`config.mk`:
```
export PLATFORM = sky130hd
export DESIGN_NAME = deserializer_out
export DESIGN_NICKNAME = d
export VERILOG_FILES = /design/src/rtl/deserializer_out.sv
export SDC_FILE = /design/constraint.sdc
export NUM_CORES = 1
export LEC_CHECK = 0
export ABC_AREA = 1
export CORE_ASPECT_RATIO = 1.2
export CORE_UTILIZATION = 55
export DETAILED_ROUTE_END_ITERATION = 16
export PLACE_DENSITY_LB_ADDON = 0.2
export SYNTH_ARGS = -nofsm -noshare
export SYNTH_HDL_FRONTEND = slang
export SYNTH_SLANG_ARGS = --single-unit
```
`constraint.sdc`:
```
create_clock -name clk_i -period 3 [get_ports clk_i]
set_clock_uncertainty 0.1 [all_clocks]
set_input_delay 0.3 -clock clk_i [delete_from_list [all_inputs] [get_ports clk_i]]
set_output_delay 0.3 -clock clk_i [all_outputs]
set_load 0.02 [all_outputs]
```
`src/rtl/deserializer_out.sv`:
```
// Serial-to-parallel receiver: hunts for the 9-bit comma, holds word lock and
// reassembles comma-delimited frames of DATA_BYTES data bytes.
//   state     | meaning
//   ST_HUNT   | sliding a 9-bit window over every valid bit, waiting for a comma
//   ST_LOCKED | word-aligned; every 9th valid bit completes a word for evaluation
module deserializer_out #(
    parameter logic [7:0] COMMA      = 8'h3C,
    parameter int         DATA_BYTES = 3,
    parameter int         MAX_ERR    = 2
) (
    input  logic                    clk_i,
    input  logic                    rst_ni,
    input  logic                    bit_i,
    input  logic                    bit_valid_i,
    output logic [8*DATA_BYTES-1:0] data_o,
    output logic                    valid_o,
    output logic                    locked_o,
    output logic                    err_o
);

    localparam int         IDX_W   = (DATA_BYTES > 1) ? $clog2(DATA_BYTES) : 1;
    localparam logic [8:0] K_COMMA = {1'b1, COMMA};

    typedef enum logic {ST_HUNT, ST_LOCKED} state_t;

    state_t                  r_state, w_state_n;
    logic [8:0]              r_sr, w_sr_n;
    logic [3:0]              r_bit_cnt, w_bit_cnt_n;
    logic [IDX_W-1:0]        r_idx, w_idx_n;
    logic                    r_expect_comma, w_expect_comma_n;
    logic [2:0]              r_err_run, w_err_run_n;
    logic [8*DATA_BYTES-1:0] r_store, w_store_n;
    logic [8*DATA_BYTES-1:0] r_data, w_data_n;
    logic                    r_valid, w_valid_n;
    logic                    r_err, w_err_n;
    logic                    w_word_err;

    always_ff @(posedge clk_i or negedge rst_ni) begin
        if (!rst_ni) begin
            r_state        <= ST_HUNT;
            r_sr           <= '0;
            r_bit_cnt      <= '0;
            r_idx          <= '0;
            r_expect_comma <= 1'b0;
            r_err_run      <= '0;
            r_store        <= '0;
            r_data         <= '0;
            r_valid        <= 1'b0;
            r_err          <= 1'b0;
        end else begin
            r_state        <= w_state_n;
            r_sr           <= w_sr_n;
            r_bit_cnt      <= w_bit_cnt_n;
            r_idx          <= w_idx_n;
            r_expect_comma <= w_expect_comma_n;
            r_err_run      <= w_err_run_n;
            r_store        <= w_store_n;
            r_data         <= w_data_n;
            r_valid        <= w_valid_n;
            r_err          <= w_err_n;
        end
    end

    always_comb begin
        w_state_n        = r_state;
        w_sr_n           = r_sr;
        w_bit_cnt_n      = r_bit_cnt;
        w_idx_n          = r_idx;
        w_expect_comma_n = r_expect_comma;
        w_err_run_n      = r_err_run;
        w_store_n        = r_store;
        w_data_n         = r_data;
        w_valid_n        = 1'b0;
        w_err_n          = 1'b0;
        w_word_err       = 1'b0;

        if (bit_valid_i) begin
            w_sr_n = {r_sr[7:0], bit_i};
            case (r_state)
                ST_HUNT: begin
                    if (w_sr_n == K_COMMA) begin
                        w_state_n        = ST_LOCKED;
                        w_bit_cnt_n      = '0;
                        w_idx_n          = '0;
                        w_expect_comma_n = 1'b0;
                        w_err_run_n      = '0;
                    end
                end
                ST_LOCKED: begin
                    if (r_bit_cnt == 4'd8) begin
                        w_bit_cnt_n = '0;
                        if (w_sr_n == K_COMMA) begin
                            if (r_idx == '0) begin
                                w_expect_comma_n = 1'b0;
                                w_err_run_n      = '0;
                            end else begin
                                w_word_err = 1'b1;
                            end
                        end else if (w_sr_n[8] || r_expect_comma) begin
                            w_word_err = 1'b1;
                        end else begin
                            w_store_n[int'(r_idx)*8 +: 8] = w_sr_n[7:0];
                            w_err_run_n = '0;
                            if (r_idx == IDX_W'(DATA_BYTES - 1)) begin
                                w_data_n         = w_store_n;
                                w_valid_n        = 1'b1;
                                w_idx_n          = '0;
                                w_expect_comma_n = 1'b1;
                            end else begin
                                w_idx_n = r_idx + 1'b1;
                            end
                        end

                        // Any framing error restarts the frame and demands a comma next
                        if (w_word_err) begin
                            w_err_n          = 1'b1;
                            w_idx_n          = '0;
                            w_expect_comma_n = 1'b1;
                            if (int'(r_err_run) + 1 == MAX_ERR) begin
                                w_state_n   = ST_HUNT;
                                w_err_run_n = '0;
                            end else begin
                                w_err_run_n = r_err_run + 3'd1;
                            end
                        end
                    end else begin
                        w_bit_cnt_n = r_bit_cnt + 4'd1;
                    end
                end
                default: w_state_n = ST_HUNT;
            endcase
        end
    end

    assign data_o   = r_data;
    assign valid_o  = r_valid;
    assign err_o    = r_err;
    assign locked_o = (r_state == ST_LOCKED);

endmodule

```
==> tab_implementation.tex, run 1 <==
\begin{tabular}{lr}
\hline
Metric & Value \\
\hline
\multicolumn{2}{l}{\textbf{CTS}} \\
Register clock-pin slew on the reported worst setup and hold paths & about 0.07 ns \\
Clk Tree Root Cell & sky130\_fd\_sc\_hd\_\_clkbuf\_8 \\
Latest clock arrival within the worst-skew pair & 0.33 ns \\
CTS H-tree lvls & 3 \\
Clock tree sinks & 61 \\
Clock buffer count from CTS & 9 \\
CTS tree & built \\
Post-CTS Setup Inserts & 0 \\
Number of gates resized after cts & 0 \\
Number of buffers added to fix hold violations after cts & 0 \\
Maximum clock path buffer count & 2 \\
\multicolumn{2}{l}{\textbf{Floorplanning}} \\
Horizontal die dimension & around 68 µm \\
Starting utilization of the core area & approximately 58\% \\
Overall die area & 5520 µm² \\
Top-level I/O count & 31 \\
Floorplan Core Area & 4970 µm² \\
Row cnt & 28 \\
Die height & 81.2 µm \\
\multicolumn{2}{l}{\textbf{Cells and area}} \\
Area Overhead vs Synth & 18.8\% \\
Post-route core utilization & a little under 70\% \\
Antenna diodes & 0 \\
NumNets Final & 384 \\
Share of post-route cells with drive strength above 1 & 7.43\% \\
\multicolumn{2}{l}{\textbf{Power}} \\
Leak & between 1.5 and 2 nW \\
Overall power consumption & 2.50 mW \\
Worst ir drop on vdd & 0.000385 V \\
Pwr dens & about 730 nW/µm² \\
\multicolumn{2}{l}{\textbf{Timing}} \\
Max-Slew Margin vs Limit & between 40\% and 50\% \\
Setup repair after global routing missed its margin & false \\
Minimum clock period & 1.99 ns \\
Final total negative setup slack & 0 ns \\
Final cycle utilization of the critical path & 66.4\% \\
Worst hold slack across all endpoints & roughly 0.013 ns \\
Worst slew pin tran & 0.760 ns \\
Final count of hold timing violations & 0 \\
Max-slew violations & 0 \\
Fmax achieved & 502 MHz \\
Final setup fails & 0 \\
\multicolumn{2}{l}{\textbf{Detailed routing}} \\
1st-pass router iterations & 4 \\
Per-cell via count in the routed design & 5.18 \\
Wire length reported by the detailed router & 5.72 mm \\
First DRT Iteration DRCs & between 100 and 150 \\
Routed wire length per instance & 13.1 µm \\
DRT antenna net count & 0 \\
DRC violations left & 0 \\
Via count & around 2300 \\
\multicolumn{2}{l}{\textbf{Synth}} \\
Synth Area per Inst & around 8.4 µm² \\
Top FF cell, synth & sky130\_fd\_sc\_hd\_\_dfrtp\_1 \\
Gate count after technology mapping & 342 \\
Total of flip-flops plus latches after synthesis & 61 \\
Proportion of synthesized flip-flops having asynchronous set or reset & 100\% \\
Portion of the post-synthesis area used by sequential elements & a little over half \\
Unique cell type count in the Yosys netlist & 23 \\
Syn nets & $\sim$350 \\
Yosys warning total & 0 \\
Post-Syn Area & 2870 µm² \\
Number of enable-type register cells in the synthesized netlist & 0 \\
\multicolumn{2}{l}{\textbf{Worst setup path}} \\
Endpoint class of the critical path & register \\
Maximum fanout encountered on the critical timing path & 10 \\
Setup CP Type & register to register \\
Worst Path Required & around 3.2 ns \\
Type of element launching the critical path & register \\
Data arrival at the endpoint of the critical path & between 2 and 2.5 ns \\
\multicolumn{2}{l}{\textbf{Global route}} \\
Number of global-route vias before repair & 2183 \\
Antenna violations before repair & 0 \\
GR Util All Layers & 24.3\% \\
First-pass GRT wire length & around 9.9 mm \\
Total overflow reported by the global router & 0 \\
Maximum number of pins on one net before global-route repair & 62 \\
\multicolumn{2}{l}{\textbf{Worst hold path}} \\
Class of the worst hold path & input port to async pin \\
\multicolumn{2}{l}{\textbf{Job}} \\
Maximum capacitance violations & 0 \\
\multicolumn{2}{l}{\textbf{Status}} \\
Status & finished, final reports clean \\
\multicolumn{2}{l}{\textbf{Placed design}} \\
IO Port Bufs & 30 \\
Routability congestion estimate & 0.873 \\
Half-perimeter wire length of the detailed placement result & 3.90 mm \\
\hline
\end{tabular}
routing by layer:
| layer | wire length, µm | up-vias | GRT usage (%) | share of wire [%] |
|---|---|---|---|---|
| li1 | - | 1142 | - | - |
| met1 | 2710 | 1068 | 32.5 | 47 |
| met2 | 2720 | 44 | 37.2 | 48 |
| met3 | 186 | 8 | 6.46 | 3.3 |
| met4 | 103 | 0 | 10.0 | 1.8 |
| met5 | 0 | - | 0 | 0 |
cell usage in the layout, fill, tap and decap left out:
cell type / instances
sky130_fd_sc_hd__buf_2: 1
sky130_fd_sc_hd__buf_4: 3
sky130_fd_sc_hd__bufinv_16: 2
sky130_fd_sc_hd__clkbuf_8: 11
sky130_fd_sc_hd__clkdlybuf4s50_1: 29
sky130_fd_sc_hd__clkinv_2: 1
sky130_fd_sc_hd__clkinvlp_4: 1
sky130_fd_sc_hd__dfrtp_1: 61
sky130_fd_sc_hd__ha_1: 8
sky130_fd_sc_hd__inv_1: 38
sky130_fd_sc_hd__inv_2: 3
sky130_fd_sc_hd__inv_6: 1
sky130_fd_sc_hd__nand2_1: 122
sky130_fd_sc_hd__nand3_1: 12
sky130_fd_sc_hd__nand3b_1: 4
sky130_fd_sc_hd__nand3b_4: 1
sky130_fd_sc_hd__nand4_1: 2
sky130_fd_sc_hd__nor2_1: 14
sky130_fd_sc_hd__nor2_8: 1
sky130_fd_sc_hd__nor3_1: 4
sky130_fd_sc_hd__nor3_4: 1
sky130_fd_sc_hd__o21ai_0: 30
sky130_fd_sc_hd__o21ai_1: 7
sky130_fd_sc_hd__o21ai_2: 1
sky130_fd_sc_hd__o22ai_1: 16
sky130_fd_sc_hd__or2_2: 1
sky130_fd_sc_hd__xnor2_1: 1
sky130_fd_sc_hd__xor2_1: 1
state kept, by name, summed over array words and instances, names as in the netlist:
name            count
r_expect_comma      1
err_o               1
r_bit_cnt           4
r_sr                8
r_idx               2
valid_o             1
locked_o            1
data_o             24
r_store            16
r_err_run           3
cells in the mapped netlist, types with 4 or more instances:
cell                       count  share of area, %
sky130_fd_sc_hd__nand3_1      12               2.1
sky130_fd_sc_hd__ha_1          8               3.5
sky130_fd_sc_hd__nor2_1       14               1.8
sky130_fd_sc_hd__inv_1        38               5.0
sky130_fd_sc_hd__o21ai_1       7               1.2
sky130_fd_sc_hd__o22ai_1      16               3.5
sky130_fd_sc_hd__nor3_1        4              0.70
sky130_fd_sc_hd__nand2_1     122                16
sky130_fd_sc_hd__clkbuf_1      8               1.0
sky130_fd_sc_hd__dfrtp_1      61                53
sky130_fd_sc_hd__o21ai_0      30               5.2
sky130_fd_sc_hd__nand3b_1      4               1.0
area by class of cell:
cell class,instances,area [µm²]
inverter,41,154
timing repair buffer,33,318
fill,422,1560
tap,60,75.1
multi-input combinational,226,1110
clock inverter,5,81.3
clock buffer,11,151
sequential,61,1530
logic make-up after synthesis:
group                      share of synthesized area [%]
AOI/OAI and AO/OA                                   10.2
xor gates and xnor gates                           0.610
adders and majority gates                           3.48
buffers and inverters                               8.36
DFF                                                 53.1
and+or+nand+nor                                     24.2
power by group:
part / switching [mW] / leakage, nW / total (mW) / internal (mW)
combinational: 0.388 / 0.810 / 0.597 / 0.209
sequential: 0.0825 / 0.773 / 1.05 / 0.968
clock: 0.334 / 0.116 / 0.848 / 0.515
total: 0.804 / 1.70 / 2.50 / 1.69
critical path, cell delays in order, from the launching register on:
cell	delay (ns)
sky130_fd_sc_hd__dfrtp_1	0.42
sky130_fd_sc_hd__inv_1	0.10
sky130_fd_sc_hd__ha_1	0.43
sky130_fd_sc_hd__nor2_1	0.16
sky130_fd_sc_hd__nand3_1	0.27
sky130_fd_sc_hd__o22ai_1	0.27
sky130_fd_sc_hd__nand2_1	0.07
sky130_fd_sc_hd__o21ai_0	0.09
per-stage QoR:
| stage | area [µm²] | instances | setup WS, ns |
|---|---|---|---|
| 2_1_floorplan | 2870 | 342 | 1.27 |
| 3_3_place_gp | 3180 | 421 | 0.763 |
| 3_5_place_dp | 3180 | 421 | 0.705 |
| 4_1_cts | 3410 | 437 | 1.02 |
| 5_1_grt | 3410 | 437 | 0.757 |
| 6_report | 3410 | 437 | 1.01 |
worst paths after layout:
kind / cells past startpoint / slack (ns) / to / from
max in group asynchronous: 2 / 2.28 / r_expect_comma$_DFFE_PN0P_ / rst_ni
min reg2reg: 2 / 0.37 / data_o[10]$_DFFE_PN0P_ / data_o[10]$_DFFE_PN0P_
min in group clk_i: 2 / 0.37 / data_o[10]$_DFFE_PN0P_ / data_o[10]$_DFFE_PN0P_
max reg2reg: 7 / 1.01 / r_store[1]$_DFFE_PN0P_ / r_idx[0]$_DFFE_PN0P_
max: 7 / 1.01 / r_store[1]$_DFFE_PN0P_ / r_idx[0]$_DFFE_PN0P_
min: 2 / 0.01 / data_o[10]$_DFFE_PN0P_ / rst_ni
Power figures use the tool's default switching activity.
==> run 2, diff against run 1 <==
- clock period: 3 -> 2.1 ns (I/O delays scaled with it)
==> run 2 against run 1 <==
Clock power up 57%. Critical endpoint is now data_o[19]$_DFFE_PN0P_. Sequential share of layout area decreased by 1.1 points. Largest power group unchanged. Combinational power increased by 49%.
==> tab_implementation.tex, run 2 (synthesis results as in run 1) <==
\begin{tabular}{lr}
\hline
Metric & Value \\
\hline
\multicolumn{2}{l}{\textbf{Detailed routing}} \\
DRC violations left & 0 \\
DRT antenna net count & 0 \\
Routed length on met2 & 2.90 mm \\
Via count & between 2000 and 2500 \\
Met3 routed WL & 227 µm \\
DRT met1 WL & 2.63 mm \\
Wire length reported by the detailed router & 5.86 mm \\
Top layer used by detailed routing & met4 \\
1st-pass router iterations & 4 \\
First DRT Iteration DRCs & 157 \\
Routed wire length per instance & between 10 and 15 µm \\
Per-cell via count in the routed design & 5.18 \\
\multicolumn{2}{l}{\textbf{Floorplanning}} \\
Die height & between 80 and 90 µm \\
Horizontal die dimension & approximately 68 µm \\
Top-level I/O count & 31 \\
Floorplan Core Area & 4970 µm² \\
Row cnt & 28 \\
Overall die area & approximately 5500 µm² \\
Starting utilization of the core area & $\sim$58\% \\
\multicolumn{2}{l}{\textbf{Worst hold path}} \\
Class of the worst hold path & input port to async pin \\
\multicolumn{2}{l}{\textbf{Job}} \\
Maximum capacitance violations & 0 \\
\multicolumn{2}{l}{\textbf{Cells and area}} \\
NumNets Final & 390 \\
Share of post-route cells with drive strength above 1 & 8.36\% \\
Highest-count cells in the layout ignoring fill and taps & sky130\_fd\_sc\_hd\_\_nand2\_1 (122), sky130\_fd\_sc\_hd\_\_dfrtp\_1 (61), sky130\_fd\_sc\_hd\_\_inv\_1 (38) \\
Antenna diodes & 0 \\
Post-Layout Cell Count & 443 \\
Most frequent standard cell in the layout excluding fill and tap cells & sky130\_fd\_sc\_hd\_\_nand2\_1 \\
Number of flip-flops under the largest register name & 24 \\
Number of fill cells & 402 \\
Area Overhead vs Synth & 21.8\% \\
\multicolumn{2}{l}{\textbf{Timing}} \\
Max-slew violations & 0 \\
Final cycle utilization of the critical path & 90.5\% \\
Final count of hold timing violations & 0 \\
Final setup fails & 0 \\
Minimum clock period & 1.90 ns \\
Max-Slew Margin vs Limit & 72.5\% \\
Worst slew pin tran & around 0.41 ns \\
Fmax achieved & 526 MHz \\
Final total negative setup slack & 0 ns \\
Setup repair after global routing missed its margin & false \\
\multicolumn{2}{l}{\textbf{CTS}} \\
Maximum clock path buffer count & 2 \\
Latest clock arrival within the worst-skew pair & about 0.34 ns \\
Number of buffers added to fix hold violations after cts & 1 \\
Clock tree sinks & 61 \\
Number of gates resized after cts & 0 \\
Register clock-pin slew on the reported worst setup and hold paths & roughly 0.070 ns \\
Clock buffer count from CTS & 9 \\
Clk Tree Root Cell & sky130\_fd\_sc\_hd\_\_clkbuf\_8 \\
CTS tree & built \\
Post-CTS Setup Inserts & 0 \\
CTS H-tree lvls & 3 \\
\multicolumn{2}{l}{\textbf{Worst setup path}} \\
Worst path bufs/invs & 2 \\
Longest individual stage delay on the worst path & 0.42 ns \\
Setup CP Type & register to register \\
Cell type of the slowest stage on the worst timing path & sky130\_fd\_sc\_hd\_\_dfrtp\_1 \\
Critical Path Source & r\_bit\_cnt[0]\$\_DFFE\_PN0P\_ \\
CP delay by family, top & simple AND/OR/NAND/NOR gates \\
Type of element launching the critical path & register \\
Maximum fanout encountered on the critical timing path & 33 \\
Startpoint of the lowest-slack register-to-register path & r\_bit\_cnt[0]\$\_DFFE\_PN0P\_ \\
Worst Path Required & 2.26 ns \\
Data arrival at the endpoint of the critical path & 2.06 ns \\
Sequence of cells on the critical path & inv\_1 > ha\_1 > nand3b\_4 > nor3\_4 > buf\_4 > nand2\_1 > o21ai\_1 \\
Endpoint class of the critical path & register \\
\multicolumn{2}{l}{\textbf{Global route}} \\
Total overflow reported by the global router & 0 \\
Antenna violations before repair & 0 \\
GR Util All Layers & 24.4\% \\
Maximum number of pins on one net before global-route repair & 62 \\
First-pass GRT wire length & between 9 and 10 mm \\
Number of global-route vias before repair & 2026 \\
\multicolumn{2}{l}{\textbf{Power}} \\
Relative contribution of combinational cells to total power & about a quarter \\
Clock network power share & 35.7\% \\
Leak & 1.75 nW \\
Worst ir drop on vdd & 0.000612 V \\
Share of power burned in registers & 40.4\% \\
Pwr dens & 1060 nW/µm² \\
Internal portion of total power & 2.59 mW \\
Sw Ratio & 30.3\% \\
Switch Pwr & 1.13 mW \\
\multicolumn{2}{l}{\textbf{Placed design}} \\
Instance count after placement with tap cells included & 426 \\
Half-perimeter wire length of the detailed placement result & 4.04 mm \\
IO Port Bufs & 30 \\
Routability congestion estimate & 0.833 \\
\multicolumn{2}{l}{\textbf{Status}} \\
Status & finished, final reports clean \\
\hline
\end{tabular}
==> run 2: worst paths after layout <==
check                                              end  slack [ns]  cells after the start
worst min-delay path             data_o[8]$_DFFE_PN0P_        0.30                      3
max in group asynchronous          r_sr[2]$_DFFE_PN0P_        1.32                      3
worst max register to register  data_o[19]$_DFFE_PN0P_        0.20                      7
worst min register to register   data_o[7]$_DFFE_PN0P_        0.37                      2
min in group clk_i               data_o[7]$_DFFE_PN0P_        0.37                      2
worst max-delay path            data_o[19]$_DFFE_PN0P_        0.20                      7
==> run 2: layout make-up <==
class                      instances  area [µm²]  area share [%]
tap                               60        75.1            2.15
timing repair buffer              39         378            10.8
multi-input combinational        226        1110            31.6
inverter                          41         154            4.40
sequential                        61        1530            43.6
clock buffer                      13         169            4.83
clock inverter                     3        90.1            2.57
==> run 2: power by group through the flow <==
| stage | clock (mW) | combinational (mW) | sequential (mW) |
|---|---|---|---|
| detailed placement | 0 | 0.881 | 1.52 |
| global placement | 0 | 0.854 | 1.51 |
| CTS | 1.35 | 0.893 | 1.50 |
| floorplan | 0 | 0.653 | 1.49 |
| finish | 1.33 | 0.889 | 1.50 |
| global route | 1.41 | 1.02 | 1.52 |
==> run 2: per-stage QoR <==
stage               power (mW)  setup WS, ns  utilization [%]  cell area (µm²)  hold WS, ns
floorplan                 2.14         0.372                -             2870       -0.186
global placement          2.36         0.241             64.9             3230        0.142
detailed placement        2.40         0.156             64.9             3230        0.142
CTS                       3.74         0.194             70.3             3500        0.322
global route              3.95        0.0521             70.3             3500        0.338
finish                    3.72         0.200             70.3             3500        0.300
==> run 2: tightest hold or removal path, delay by kind of cell <==
| kind | cells | cell delay, ns |
|---|---|---|
| buffers and inverters | 3 | 0.92 |
==> run 2: routing by layer <==
metal | track usage [%] | vias up
li1 | - | 1155
met1 | 31.1 | 1067
met2 | 38.9 | 61
met3 | 5.06 | 11
met4 | 11.7 | 0
met5 | 0 | -
==> run 3, diff against run 2 <==
- CORE_MARGIN: not set -> 4
- SLEW_MARGIN: not set -> 0
- clock period: 2.1 -> 2.2 ns (I/O delays scaled with it)
==> run 3 against run 2 <==
First-iteration DRC count is 26% higher. Sequential share of layout area is 0.20 points higher. Clock power is 7% lower. Highest routed layer unchanged. Routed wire length is 3.6% higher.
==> tab_implementation.tex, run 3 (synthesis results as in run 1) <==
\begin{tabular}{lr}
\hline
Metric & Value \\
\hline
\multicolumn{2}{l}{\textbf{Power}} \\
Leak & 1.74 nW \\
Sw Ratio & 31.7\% \\
Internal portion of total power & approximately 2.4 mW \\
Switch Pwr & around 1.1 mW \\
Pwr dens & 1010 nW/µm² \\
Worst ir drop on vdd & between 0.0006 and 0.0007 V \\
Clock network power share & 35.0\% \\
Relative contribution of combinational cells to total power & 24.4\% \\
Share of power burned in registers & 40.6\% \\
\multicolumn{2}{l}{\textbf{Timing}} \\
Final cycle utilization of the critical path & roughly nine tenths \\
Final total negative setup slack & 0 ns \\
Worst slew pin tran & 0.503 ns \\
Setup repair after global routing missed its margin & false \\
Max-slew violations & 0 \\
Minimum clock period & 1.95 ns \\
Final WS setup & 0.254 ns \\
Final count of hold timing violations & 0 \\
Fmax achieved & a little over 500 MHz \\
Final setup fails & 0 \\
Max-Slew Margin vs Limit & 66.5\% \\
\multicolumn{2}{l}{\textbf{Worst setup path}} \\
Critical Path Source & r\_bit\_cnt[0]\$\_DFFE\_PN0P\_ \\
Endpoint class of the critical path & register \\
Maximum fanout encountered on the critical timing path & 33 \\
CP delay by family, top & simple AND/OR/NAND/NOR gates \\
Sequence of cells on the critical path & inv\_1 > ha\_1 > nand3b\_4 > nor3\_4 > buf\_4 > nand2\_1 > o21ai\_1 \\
Worst path bufs/invs & 2 \\
Worst Path Required & 2.35 ns \\
Data arrival at the endpoint of the critical path & 2.10 ns \\
Longest individual stage delay on the worst path & 0.42 ns \\
Setup CP Type & register to register \\
Startpoint of the lowest-slack register-to-register path & r\_bit\_cnt[0]\$\_DFFE\_PN0P\_ \\
Cell type of the slowest stage on the worst timing path & sky130\_fd\_sc\_hd\_\_dfrtp\_1 \\
Type of element launching the critical path & register \\
\multicolumn{2}{l}{\textbf{Placed design}} \\
Half-perimeter wire length of the detailed placement result & 4.12 mm \\
Routability congestion estimate & 0.812 \\
IO Port Bufs & 30 \\
Setup WS pre-CTS & approximately 0.28 ns \\
Instance count after placement with tap cells included & 427 \\
Standard cell area after detailed placement & 3230 µm² \\
\multicolumn{2}{l}{\textbf{Cells and area}} \\
Post-Layout Cell Count & 444 \\
Post-route standard cell area excluding fillers & 3480 µm² \\
Number of flip-flops under the largest register name & 24 \\
Antenna diodes & 0 \\
NumNets Final & 391 \\
Share of post-route cells with drive strength above 1 & 8.85\% \\
Area Overhead vs Synth & 21.2\% \\
Highest-count cells in the layout ignoring fill and taps & sky130\_fd\_sc\_hd\_\_nand2\_1 (122), sky130\_fd\_sc\_hd\_\_dfrtp\_1 (61), sky130\_fd\_sc\_hd\_\_inv\_1 (38) \\
Most frequent standard cell in the layout excluding fill and tap cells & sky130\_fd\_sc\_hd\_\_nand2\_1 \\
Post-route core utilization & 69.5\% \\
\multicolumn{2}{l}{\textbf{Detailed routing}} \\
1st-pass router iterations & 6 \\
Routed wire length per instance & between 10 and 15 µm \\
DRC violations left & 0 \\
Via count & between 2000 and 2500 \\
Per-cell via count in the routed design & a little over 5 \\
Wire length reported by the detailed router & 6.07 mm \\
First DRT Iteration DRCs & 198 \\
DRT antenna net count & 0 \\
\multicolumn{2}{l}{\textbf{Floorplanning}} \\
Horizontal die dimension & roughly 74 µm \\
Top-level I/O count & 31 \\
Row cnt & 28 \\
Die height & between 80 and 90 µm \\
Overall die area & 6450 µm² \\
Starting utilization of the core area & 57.4\% \\
Floorplan Core Area & 5010 µm² \\
\multicolumn{2}{l}{\textbf{Global route}} \\
Antenna violations before repair & 0 \\
First-pass GRT wire length & about 10 mm \\
Number of global-route vias before repair & 2271 \\
Maximum number of pins on one net before global-route repair & 34 \\
Total overflow reported by the global router & 0 \\
GR Util All Layers & 21.5\% \\
\multicolumn{2}{l}{\textbf{CTS}} \\
Clk Tree Root Cell & sky130\_fd\_sc\_hd\_\_clkbuf\_8 \\
Number of gates resized after cts & 0 \\
CTS H-tree lvls & 3 \\
Register clock-pin slew on the reported worst setup and hold paths & approximately 0.070 ns \\
Maximum clock path buffer count & 2 \\
CTS tree & built \\
Clock buffer count from CTS & 9 \\
Latest clock arrival within the worst-skew pair & 0.34 ns \\
Post-CTS Setup Inserts & 0 \\
Number of buffers added to fix hold violations after cts & 1 \\
Clock tree sinks & 61 \\
\multicolumn{2}{l}{\textbf{Job}} \\
Maximum capacitance violations & 0 \\
\multicolumn{2}{l}{\textbf{Status}} \\
Status & finished, final reports clean \\
\multicolumn{2}{l}{\textbf{Worst hold path}} \\
Class of the worst hold path & input port to async pin \\
\hline
\end{tabular}
run 3: cell count changes in the layout (fill, tap and decap cells not counted), sizes merged:
cell      change
clkbuf        -3
clkinv        +1
buf           +1
clkinvlp      +2
run 3: power by group through the flow:
stage / clock network (mW) / logic (mW) / registers (mW)
finish: 1.24 / 0.859 / 1.43
global route: 1.31 / 0.977 / 1.45
CTS: 1.25 / 0.864 / 1.43
detailed placement: 0 / 0.839 / 1.45
global placement: 0 / 0.815 / 1.44
floorplan: 0 / 0.623 / 1.42
run 3: layout make-up:
type	instances	area [µm²]
multi-input combinational	226	1110
clock inverter	6	110
tap	60	75.1
sequential	61	1530
inverter	41	154
fill	397	1530
clock buffer	10	138
timing repair buffer	40	373
run 3: worst paths after layout:
path	endpoint	slack, ns	cells past startpoint
max	data_o[17]$_DFFE_PN0P_	0.25	7
min	data_o[15]$_DFFE_PN0P_	0.28	2
max reg2reg	data_o[17]$_DFFE_PN0P_	0.25	7
min reg2reg	data_o[9]$_DFFE_PN0P_	0.37	2
max in group asynchronous	r_err_run[1]$_DFFE_PN0P_	1.06	3
min in group clk_i	data_o[9]$_DFFE_PN0P_	0.37	2
run 3: routing by layer:
metal | GRT usage [%] | part of all wire (%) | vias up
met4 | 7.41 | 1.8 | 0
met2 | 34.5 | 49 | 62
li1 | - | - | 1156
met1 | 27.0 | 45 | 1071
met3 | 7.27 | 4.3 | 13
met5 | 0 | 0 | -
run 3: per-stage QoR:
| step | hold slack, ns | power [mW] |
|---|---|---|
| 5_1_grt | 0.334 | 3.74 |
| 3_3_place_gp | 0.113 | 2.26 |
| 4_1_cts | 0.287 | 3.55 |
| 6_report | 0.278 | 3.53 |
| 2_1_floorplan | -0.176 | 2.05 |
| 3_5_place_dp | 0.118 | 2.29 |
